<file path="src/rtl/freq_buffer_pkg.sv">
// Shared types, grant encodings and address-width helper for the ping-pong frequency buffer controller.
// Latency: none (declarations only).
// Backpressure: none (declarations only).
package freq_buffer_pkg;

  typedef enum logic [1:0] {
    IDLE = 2'd0,
    READ = 2'd1,
    DONE = 2'd2
  } rd_state_t;

  localparam logic [1:0] GNT_NONE = 2'b00;
  localparam logic [1:0] GNT_RD0  = 2'b01;
  localparam logic [1:0] GNT_RD1  = 2'b10;

  // Address width for a frame of the given depth; never narrower than one bit.
  function automatic int addr_width(input int entries);
    return (entries > 1) ? $clog2(entries) : 1;
  endfunction

endpackage

</file>
<file path="src/rtl/freq_rr_arb2.sv">
// Two-way round-robin arbiter: a lone requester wins, on contention the reader not served last wins.
// Latency: pick is combinational; the priority register moves on the edge where upd is high.
// Backpressure: none; the caller decides when a pick is taken and when priority is updated.
module freq_rr_arb2
  import freq_buffer_pkg::*;
(
  input  logic       sink_clk,
  input  logic       sink_reset,
  input  logic [1:0] req,
  input  logic       upd,
  input  logic       upd_idx,
  output logic [1:0] win
);

  logic last_idx;

  // Remember which reader held the last grant; reset favours reader 0.
  always_ff @(posedge sink_clk or posedge sink_reset) begin
    if (sink_reset) begin
      last_idx <= 1'b1;
    end else if (upd) begin
      last_idx <= upd_idx;
    end
  end

  // Pick a winner from the current requests.
  always_comb begin
    win = GNT_NONE;
    case (req)
      2'b01:   win = GNT_RD0;
      2'b10:   win = GNT_RD1;
      2'b11:   win = last_idx ? GNT_RD0 : GNT_RD1;
      default: win = GNT_NONE;
    endcase
  end

endmodule

</file>
<file path="src/rtl/freq_buffer_ctrl.sv">
// Ping-pong frame buffer sequencer: write addressing, bank swap, round-robin reader grant, read stream.
// Latency: write strobe/address are same-cycle; grant one cycle after request; data flags RD_LAT after rd_en.
// Backpressure: rd_ready stalls the read address; a frame finishing while one is pending is dropped (overflow).
module freq_buffer_ctrl
  import freq_buffer_pkg::*;
#(
  parameter  int TOT_SIZE = 1024,
  parameter  int RD_LAT   = 2,
  localparam int AW       = addr_width(TOT_SIZE)
) (
  input  logic          sink_clk,
  input  logic          sink_reset,
  input  logic          sink_sop,
  input  logic          sink_valid,
  output logic          wr_en,
  output logic [AW-1:0] wr_addr,
  output logic          wr_bank,
  input  logic [1:0]    req,
  output logic [1:0]    gnt,
  input  logic          rd_ready,
  output logic          rd_en,
  output logic [AW-1:0] rd_addr,
  output logic          rd_bank,
  output logic          rd_dvalid,
  output logic          rd_dlast,
  output logic          frame_ready,
  output logic          overflow,
  output logic          short_frame
);

  localparam logic [AW-1:0] LAST_ADDR = AW'(TOT_SIZE - 1);

  logic [AW-1:0]     wr_ptr;
  logic              armed;
  logic              wr_done;
  rd_state_t         state;
  logic              gnt_live;
  logic              abort;
  logic              release_rd;
  logic [1:0]        arb_win;
  logic [RD_LAT-1:0] dv_pipe;
  logic [RD_LAT-1:0] dl_pipe;

  // Write strobe: sop always opens a frame at entry 0, other beats need an open frame.
  always_comb begin
    wr_en   = ~sink_reset & sink_valid & (sink_sop | armed);
    wr_addr = sink_sop ? '0 : wr_ptr;
    wr_done = wr_en & ~sink_sop & (wr_ptr == LAST_ADDR);
  end

  // Read-side handshake terms; a dropped request while reading abandons the pass.
  always_comb begin
    gnt_live   = |(req & gnt);
    rd_en      = (state == READ) & rd_ready & gnt_live;
    abort      = (state == READ) & ~gnt_live;
    release_rd = (state == DONE);
  end

  // Write pointer and frame tracking; a second sop mid-frame throws the partial frame away.
  always_ff @(posedge sink_clk or posedge sink_reset) begin
    if (sink_reset) begin
      armed       <= 1'b0;
      wr_ptr      <= '0;
      short_frame <= 1'b0;
    end else begin
      short_frame <= sink_valid & sink_sop & armed & (wr_ptr != '0);
      if (sink_valid & sink_sop) begin
        armed  <= 1'b1;
        wr_ptr <= AW'(1);
      end else if (wr_done) begin
        armed  <= 1'b0;
        wr_ptr <= '0;
      end else if (wr_en) begin
        wr_ptr <= wr_ptr + 1'b1;
      end
    end
  end

  // Bank swap on frame completion; a reader releasing its frame in the same cycle frees the slot.
  always_ff @(posedge sink_clk or posedge sink_reset) begin
    if (sink_reset) begin
      wr_bank     <= 1'b0;
      rd_bank     <= 1'b1;
      frame_ready <= 1'b0;
      overflow    <= 1'b0;
    end else begin
      overflow <= wr_done & frame_ready & ~release_rd;
      if (wr_done & (~frame_ready | release_rd)) begin
        rd_bank     <= wr_bank;
        wr_bank     <= ~wr_bank;
        frame_ready <= 1'b1;
      end else if (release_rd) begin
        frame_ready <= 1'b0;
      end
    end
  end

  // Read sequencer: grant, stream the frame, release; an abort keeps the frame for the next grant.
  always_ff @(posedge sink_clk or posedge sink_reset) begin
    if (sink_reset) begin
      state   <= IDLE;
      gnt     <= GNT_NONE;
      rd_addr <= '0;
    end else begin
      case (state)
        IDLE: begin
          if (frame_ready & (|req)) begin
            gnt     <= arb_win;
            rd_addr <= '0;
            state   <= READ;
          end
        end
        READ: begin
          if (abort) begin
            gnt     <= GNT_NONE;
            rd_addr <= '0;
            state   <= IDLE;
          end else if (rd_en) begin
            // Address wraps to 0 after the last entry since the frame depth is a power of two.
            rd_addr <= rd_addr + 1'b1;
            if (rd_addr == LAST_ADDR) begin
              state <= DONE;
            end
          end
        end
        DONE: begin
          gnt   <= GNT_NONE;
          state <= IDLE;
        end
        default: begin
          gnt   <= GNT_NONE;
          state <= IDLE;
        end
      endcase
    end
  end

  // Model the buffer read latency; reads already issued still emerge after an abort.
  always_ff @(posedge sink_clk or posedge sink_reset) begin
    if (sink_reset) begin
      dv_pipe <= '0;
      dl_pipe <= '0;
    end else begin
      dv_pipe[0] <= rd_en;
      dl_pipe[0] <= rd_en & (rd_addr == LAST_ADDR);
      for (int i = 1; i < RD_LAT; i++) begin
        dv_pipe[i] <= dv_pipe[i-1];
        dl_pipe[i] <= dl_pipe[i-1];
      end
    end
  end

  assign rd_dvalid = dv_pipe[RD_LAT-1];
  assign rd_dlast  = dl_pipe[RD_LAT-1];

  freq_rr_arb2 u_arb (
    .sink_clk   (sink_clk),
    .sink_reset (sink_reset),
    .req        (req),
    .upd        (release_rd | abort),
    .upd_idx    (gnt[1]),
    .win        (arb_win)
  );

  // The bank being filled must never be the one a reader may be draining.
  a_bank_split: assert property (@(posedge sink_clk) disable iff (sink_reset)
    frame_ready |-> (wr_bank != rd_bank));
  a_gnt_onehot: assert property (@(posedge sink_clk) disable iff (sink_reset)
    $onehot0(gnt));
  a_rd_in_read: assert property (@(posedge sink_clk) disable iff (sink_reset)
    rd_en |-> (state == READ));

endmodule

</file>
<file path="config.mk">
export PLATFORM = sky130hd
export DESIGN_NAME = freq_buffer_ctrl
export DESIGN_NICKNAME = d
export VERILOG_FILES = /design/src/rtl/freq_buffer_pkg.sv /design/src/rtl/freq_rr_arb2.sv /design/src/rtl/freq_buffer_ctrl.sv
export SDC_FILE = /design/constraint.sdc
export NUM_CORES = 1
export LEC_CHECK = 0
export ABC_AREA = 1
export ABC_CLOCK_PERIOD_IN_PS = 2350
export BUFFER_PORTS_ARGS = -buffer_cell sky130_fd_sc_hd__buf_2
export CORE_UTILIZATION = 54
export DETAILED_ROUTE_END_ITERATION = 8
export GPL_ROUTABILITY_DRIVEN = 0
export PLACE_DENSITY = 0.86
export RECOVER_POWER = 100
export SLEW_MARGIN = 25
export SYNTH_ARGS = -nofsm -noshare
export SYNTH_HDL_FRONTEND = slang
export SYNTH_SLANG_ARGS = --single-unit
</file>
<file path="constraint.sdc">
create_clock -name sink_clk -period 2.35 [get_ports sink_clk]
set_input_delay 0.3525 -clock sink_clk [delete_from_list [all_inputs] [get_ports sink_clk]]
set_output_delay 0.3525 -clock sink_clk [all_outputs]
set_load 0.05 [all_outputs]
</file>
# Yosys cells after proc, flatten, opt, wreduce, memory -nomap -nowiden
# Cells that the tools add are included.
# Widths: inputs -> output; s select.
word_totals:
  reg_bits: 35
  inputBits: 7
  out_inout_bits: 31
  wordCells: 84
op_classes:
  addsub: 2
  eq_ne: 11
  mux: 22
  bitwise: 25
  n_reduce_logical: 11
op_table:
  columns: ["op", "n"]
  rows:
  - ["$mux 10", 7]
  - ["$add 10x1->10 const B", 2]
  - ["$eq 10x10->1 const B", 2]
  - ["$pmux 10 s2", 1]
  - ["$and 1x1->1", 15]
  - ["$mux 2", 7]
  - ["$reduce_bool 10->1", 1]
  - ["$pmux 2 s2", 2]
  - ["$eq 2x2->1 const B", 3]
  - ["$not 1->1", 6]
  - ["$pmux 2 s3", 1]
  - ["$reduce_and 3->1", 2]
  - ["$reduce_bool 2->1", 3]
  - ["$eq 2x1->1 const B", 2]
  - ["$mux 1", 4]
  - ["$ne 2x2->1 const B", 2]
  - ["$reduce_or 2->1", 2]
  - ["$ne 3x2->1 const B", 1]
  - ["$ne 3x3->1 const B", 1]
  - ["$or 1x1->1", 3]
  - ["$reduce_bool 3->1", 1]
  - ["$and 2x2->2", 1]
  - ["$logic_not 2->1", 1]
  - ["$reduce_and 2->1", 1]

# Depth between registers and ports, before layout
logic_depth:
  word_depth: 7
  mapped_depth: 9
  mapped_depth_nobuf: 9

# Hierarchy
# From an unflattened synthesis, not the netlist that was laid out.
hier_totals:
  cells_unflattened: 249
  area_unflattened_um2: 1899.3
by_module_without_submodules:
  columns: ["module", "instances", "cells_each", "area_each_um2", "seq_area_each_um2"]
  rows:
  - ["freq_buffer_ctrl", 1, 238, 1833.0, 852.1]
  - ["freq_rr_arb2", 1, 11, 66.3, 26.3]

# Least setup slack after synthesis
# Ideal clock, no wire load.
synth_timing:
  kind: "input to register"
  startpoint: "in sink_reset"
  endpoint: "reg wr_ptr[1]"
  setup_time_ns: 0.118
  arrival_time_ns: 2.225
  required_time_ns: 2.232
  slack_ns: 0.007
  cell_stages: 8
  n_path_buf: 0
  cell_sequence: "inv_1 nand2_1 a21oi_4 nand2_1 nor2_2 nor2_2 nand3_1 nand2_1"
synth_between:
  elab_chain_cells: 7
  elab_cells_between_ends: 8
  cone_classes: "2 x mux; 5 x bitwise; 1 x reduce/logical"
synth_lines:
  columns: ["item", "line_no", "rtl"]
  rows:
  - ["start: declaration", "freq_buffer_ctrl.sv:12", "input logic sink_reset,"]
  - ["$not 1->1 (*)", "freq_buffer_ctrl.sv:46", "wr_en = ~sink_reset & sink_valid & (sink_sop | armed);"]
  - ["$and 1x1->1 (*) (2 in a row)", "freq_buffer_ctrl.sv:46", null]
  - ["named net wr_en", "freq_buffer_ctrl.sv:15", "output logic wr_en,"]
  - ["$and 1x1->1 (2 in a row)", "freq_buffer_ctrl.sv:48", "wr_done = wr_en & ~sink_sop & (wr_ptr == LAST_ADDR);"]
  - ["$mux 10", "freq_buffer_ctrl.sv:70", "end else if (wr_done) begin"]
  - ["$mux 10", "freq_buffer_ctrl.sv:67", "if (sink_valid & sink_sop) begin"]
  - ["end signal: assignment", "freq_buffer_ctrl.sv:74", "wr_ptr <= wr_ptr + 1'b1;"]
  - ["end: declaration", "freq_buffer_ctrl.sv:33", "logic [AW-1:0] wr_ptr;"]
# Mark *: on every way through the listed nets, which the timed path passes. The rest lies on a longest branch.
# A chain may end at the register's enable or synchronous reset.

# Worst setup path after layout
layout_timing:
  startpoint: "reg state[1]"
  endpoint: "out rd_en"
layout_between:
  elab_chain_cells: 3
layout_lines:
  columns: ["item", "line_no", "rtl"]
  rows:
  - ["start: declaration", "freq_buffer_ctrl.sv:36", "rd_state_t state;"]
  - ["start signal: assignment", "freq_buffer_ctrl.sv:101", "state <= IDLE;"]
  - ["start signal: assignment", "freq_buffer_ctrl.sv:110", "state <= READ;"]
  - ["start signal: assignment", "freq_buffer_ctrl.sv:117", "state <= IDLE;"]
  - ["$eq 2x1->1", "freq_buffer_ctrl.sv:54", "rd_en = (state == READ) & rd_ready & gnt_live;"]
  - ["$and 1x1->1 (2 in a row)", "freq_buffer_ctrl.sv:54", null]
  - ["end: declaration", "freq_buffer_ctrl.sv:21", "output logic rd_en,"]
# No other way between the ends.

==> reports/metrics.yaml <==
clock_tree:
  root_buffer: "clkbuf_4"
  cts_buffers: 5
  clk_path_buf_depth: 2
  cts_setup_buffers: 0
  postCtsHoldBufs: 0
  cts_resized: 0
  insertion_delay_ns: 0.34
  clk_pin_slew_ns: 0.11
  cts.sinks: 35
  cts_tree: "done"
  htree_levels: 2
timing:
  slew_headroom: 0.4288
  grt_setup_unrepaired: "false"
  post-route-min-period_ns: 1.993
  hold_violations: 0
  fmaxAchievable_mhz: 501.7
  tns_ns: 0
  fin_skew_ns: 0.01313
  setup_viol: 0
  post-route-period-util: 0.8482
  slew_violations: 0
  worst_slew_pin_slew_ns: 0.8568
floorplan:
  coreArea_sq_mm: 0.003390
  core.rowCount: 21
  ios: 38
  die_h_um: 61.83
  fp.dieW_um: 61.83
  initial_core_util: 0.5703
  fp.dieArea_sq_mm: 0.003823
route:
  drt-total-wl_um: 4052
  first_pass_iters: 4
  post_drt_wl_per_cell_um: 11.74
  drc: 0
  ant_nets: 0
  drt-initial-drc-count: 118
  viasPerCell: 5.136
  vias: 1772
worst_setup_path:
  r2r-end: "rd_addr[9]"
  worstRegToRegCells: 8
  r2r_slack_ns: 0.51
  cp.required_ns: 2.00
  cp-end-kind: "primary output"
  critPathArrivalTime_ns: 1.64
  crit_type: "flop to primary output"
  crit_path_max_fanout: 7
  r2r-start: "gnt[1]"
  cp-start-kind: "flop"
global_routing:
  grt_pass1_vias: 1585
  antenna_found_initial: 0
  gr-total-overflow: 0
  grt_pass1_wl_um: 6748
  grt_max_degree: 36
  grt_usage: 0.2441
logic_synthesis:
  netlist_area_sq_mm: 0.001933
  synth.distinct_cells: 29
  syn_area_per_cell_sq_um: 7.522
  synthCells: 257
  synth_top_area_share: 0.4272
  ys_ff_latch: 35
  netlist_top_cells_area: "dfrtp_1 43%, nand2_1 13%, inv_1 6.8%, nor2_1 6.8%, nand3_1 4.4%"
  synth_top_cell_by_area: "dfrtp_1"
  synth_warnings: 0
  synthesis.nets: 267
  ys_seq_area_frac: 0.4544
run_status:
  status: "finished clean"
power:
  p_int_uw: 983.1
  max-vdd-ir-drop_uv: 743.3
  power.switching_uw: 601.4
  p_leak_uw: 0.001082
  p_comb_frac: 0.295
  pwr-share-seq: 0.448
  pwr-share-clk: 0.256
  p_per_area_mw_per_mm2: 730.3
  power.share.switching: 0.3795
hold_path:
  hp-class: "input port to async pin"
cells_and_area:
  postLayoutCellArea_sq_mm: 0.002170
  final_cell_mix: "69 x nand2_1, 39 x nor2_1, 36 x inv_1"
  drive_gt1_frac: 0.08027
  diodes: 0
  fin_nets: 309
  final_common_cell: "nand2_1"
  syn_to_final_growth_pct: 12.23
placement:
  port_buffers: 37
  placed_area_sq_mm: 0.002161
  dpl.hpwl_um: 3087
run:
  cap_violations: 0
-- flip-flops by register name (all words and copies together), names as in the netlist --
| signal | cells |
|---|---|
| frame_ready | 1 |
| overflow | 1 |
| wr_bank | 1 |
| rd_bank | 1 |
| u_arb.last_idx | 1 |
| state | 2 |
| short_frame | 1 |
| armed | 1 |
| dl_pipe | 2 |
| dv_pipe | 2 |
| wr_ptr | 10 |
| gnt | 2 |
| rd_addr | 10 |
-- worst max-delay path, stage by stage (launching register included) --
cell and delay (ns):
dfrtp_1 0.43, nor2_4 0.20, nand2_1 0.19, nor2_1 0.18, clkbuf_2 0.30
-- per-layer routing --
metal,share of wire,wire (um),global-route usage
met1,0.46,1882,0.3033
met2,0.47,1922,0.4040
met3,0.038,155,0.05797
met4,0.022,91,0.1111
met5,0,0,0
-- metrics by stage --
stage | setup slack, ns | utilization | cells | power [uW] | hold WS [ns]
floorplan | 0.007170 | - | 257 | 1115 | 0.3312
global placement | 0.7995 | 0.6375 | 338 | 1205 | 0.3326
detailed placement | 0.7323 | 0.6375 | 338 | 1216 | 0.3347
CTS | 0.4556 | 0.6585 | 345 | 1626 | 0.1668
global route | 0.2311 | 0.6401 | 345 | 1686 | 0.3433
finish | 0.3567 | 0.6401 | 345 | 1584 | 0.3144
-- kinds of logic (layout without fill, tap and decap cells) --
| kind of cell | after synthesis | after routing | synth area share |
|---|---|---|---|
| XOR/XNOR | 4 | 4 | 0.01812 |
| AO/OA/AOI/OAI | 26 | 26 | 0.07508 |
| flip-flops | 35 | 35 | 0.4544 |
| buffers and inverters | 40 | 82 | 0.08350 |
| adder cells (fa/ha/maj) | 3 | 3 | 0.01942 |
| AND/OR/NAND/NOR | 149 | 149 | 0.3495 |
-- power groups by stage --
| stage | Sequential (uW) | Combinational (uW) | Clock (uW) |
|---|---|---|---|
| final | 710 | 468 | 406 |
| after global routing | 720 | 530 | 436 |
| after CTS | 710 | 498 | 418 |
| after detailed placement | 721 | 495 | 0 |
| after global placement | 718 | 486 | 0 |
| after floorplan | 770 | 345 | 0 |
-- layout make-up --
cell class                 count  area (sq um)
fill                         320          1220
sequential                    35         878.3
multi-input combinational    182         870.8
timing repair buffer          38         152.6
inverter                      37         138.9
tap                           46         57.56
clock buffer                   6         41.29
clock inverter                 1         30.03
-- Yosys cell counts --
library cell	instances
a31oi_1	1
dfstp_2	2
nand2_2	1
nand3_2	3
nand3_1	17
nor4_1	1
a21oi_1	7
clkbuf_1	1
a21oi_4	1
inv_1	35
nand3b_1	1
nor3_1	5
o21ai_0	13
ha_1	3
or2_2	1
xor2_1	4
inv_2	2
nand2_1	68
buf_6	1
o21ai_1	3
nor2_4	2
nor2_1	35
buf_4	1
nor2_2	4
dfrtp_1	33
a21boi_0	1
nand4_1	9
nor3b_1	1
nand2_4	1
-- worst max-delay path by stage --
stage,from,to,slack (ns),depth (start not counted)
finish,state[1],rd_en,0.36,4
global route,gnt[1],rd_addr[9],0.23,8
CTS,state[1],rd_en,0.46,4
detailed placement,sink_sop,wr_en,0.73,4
global placement,req[1],rd_addr[9],0.80,9
floorplan,sink_reset,wr_ptr[1],0.007,8
No activity file was read; power rests on OpenSTA's default activity.
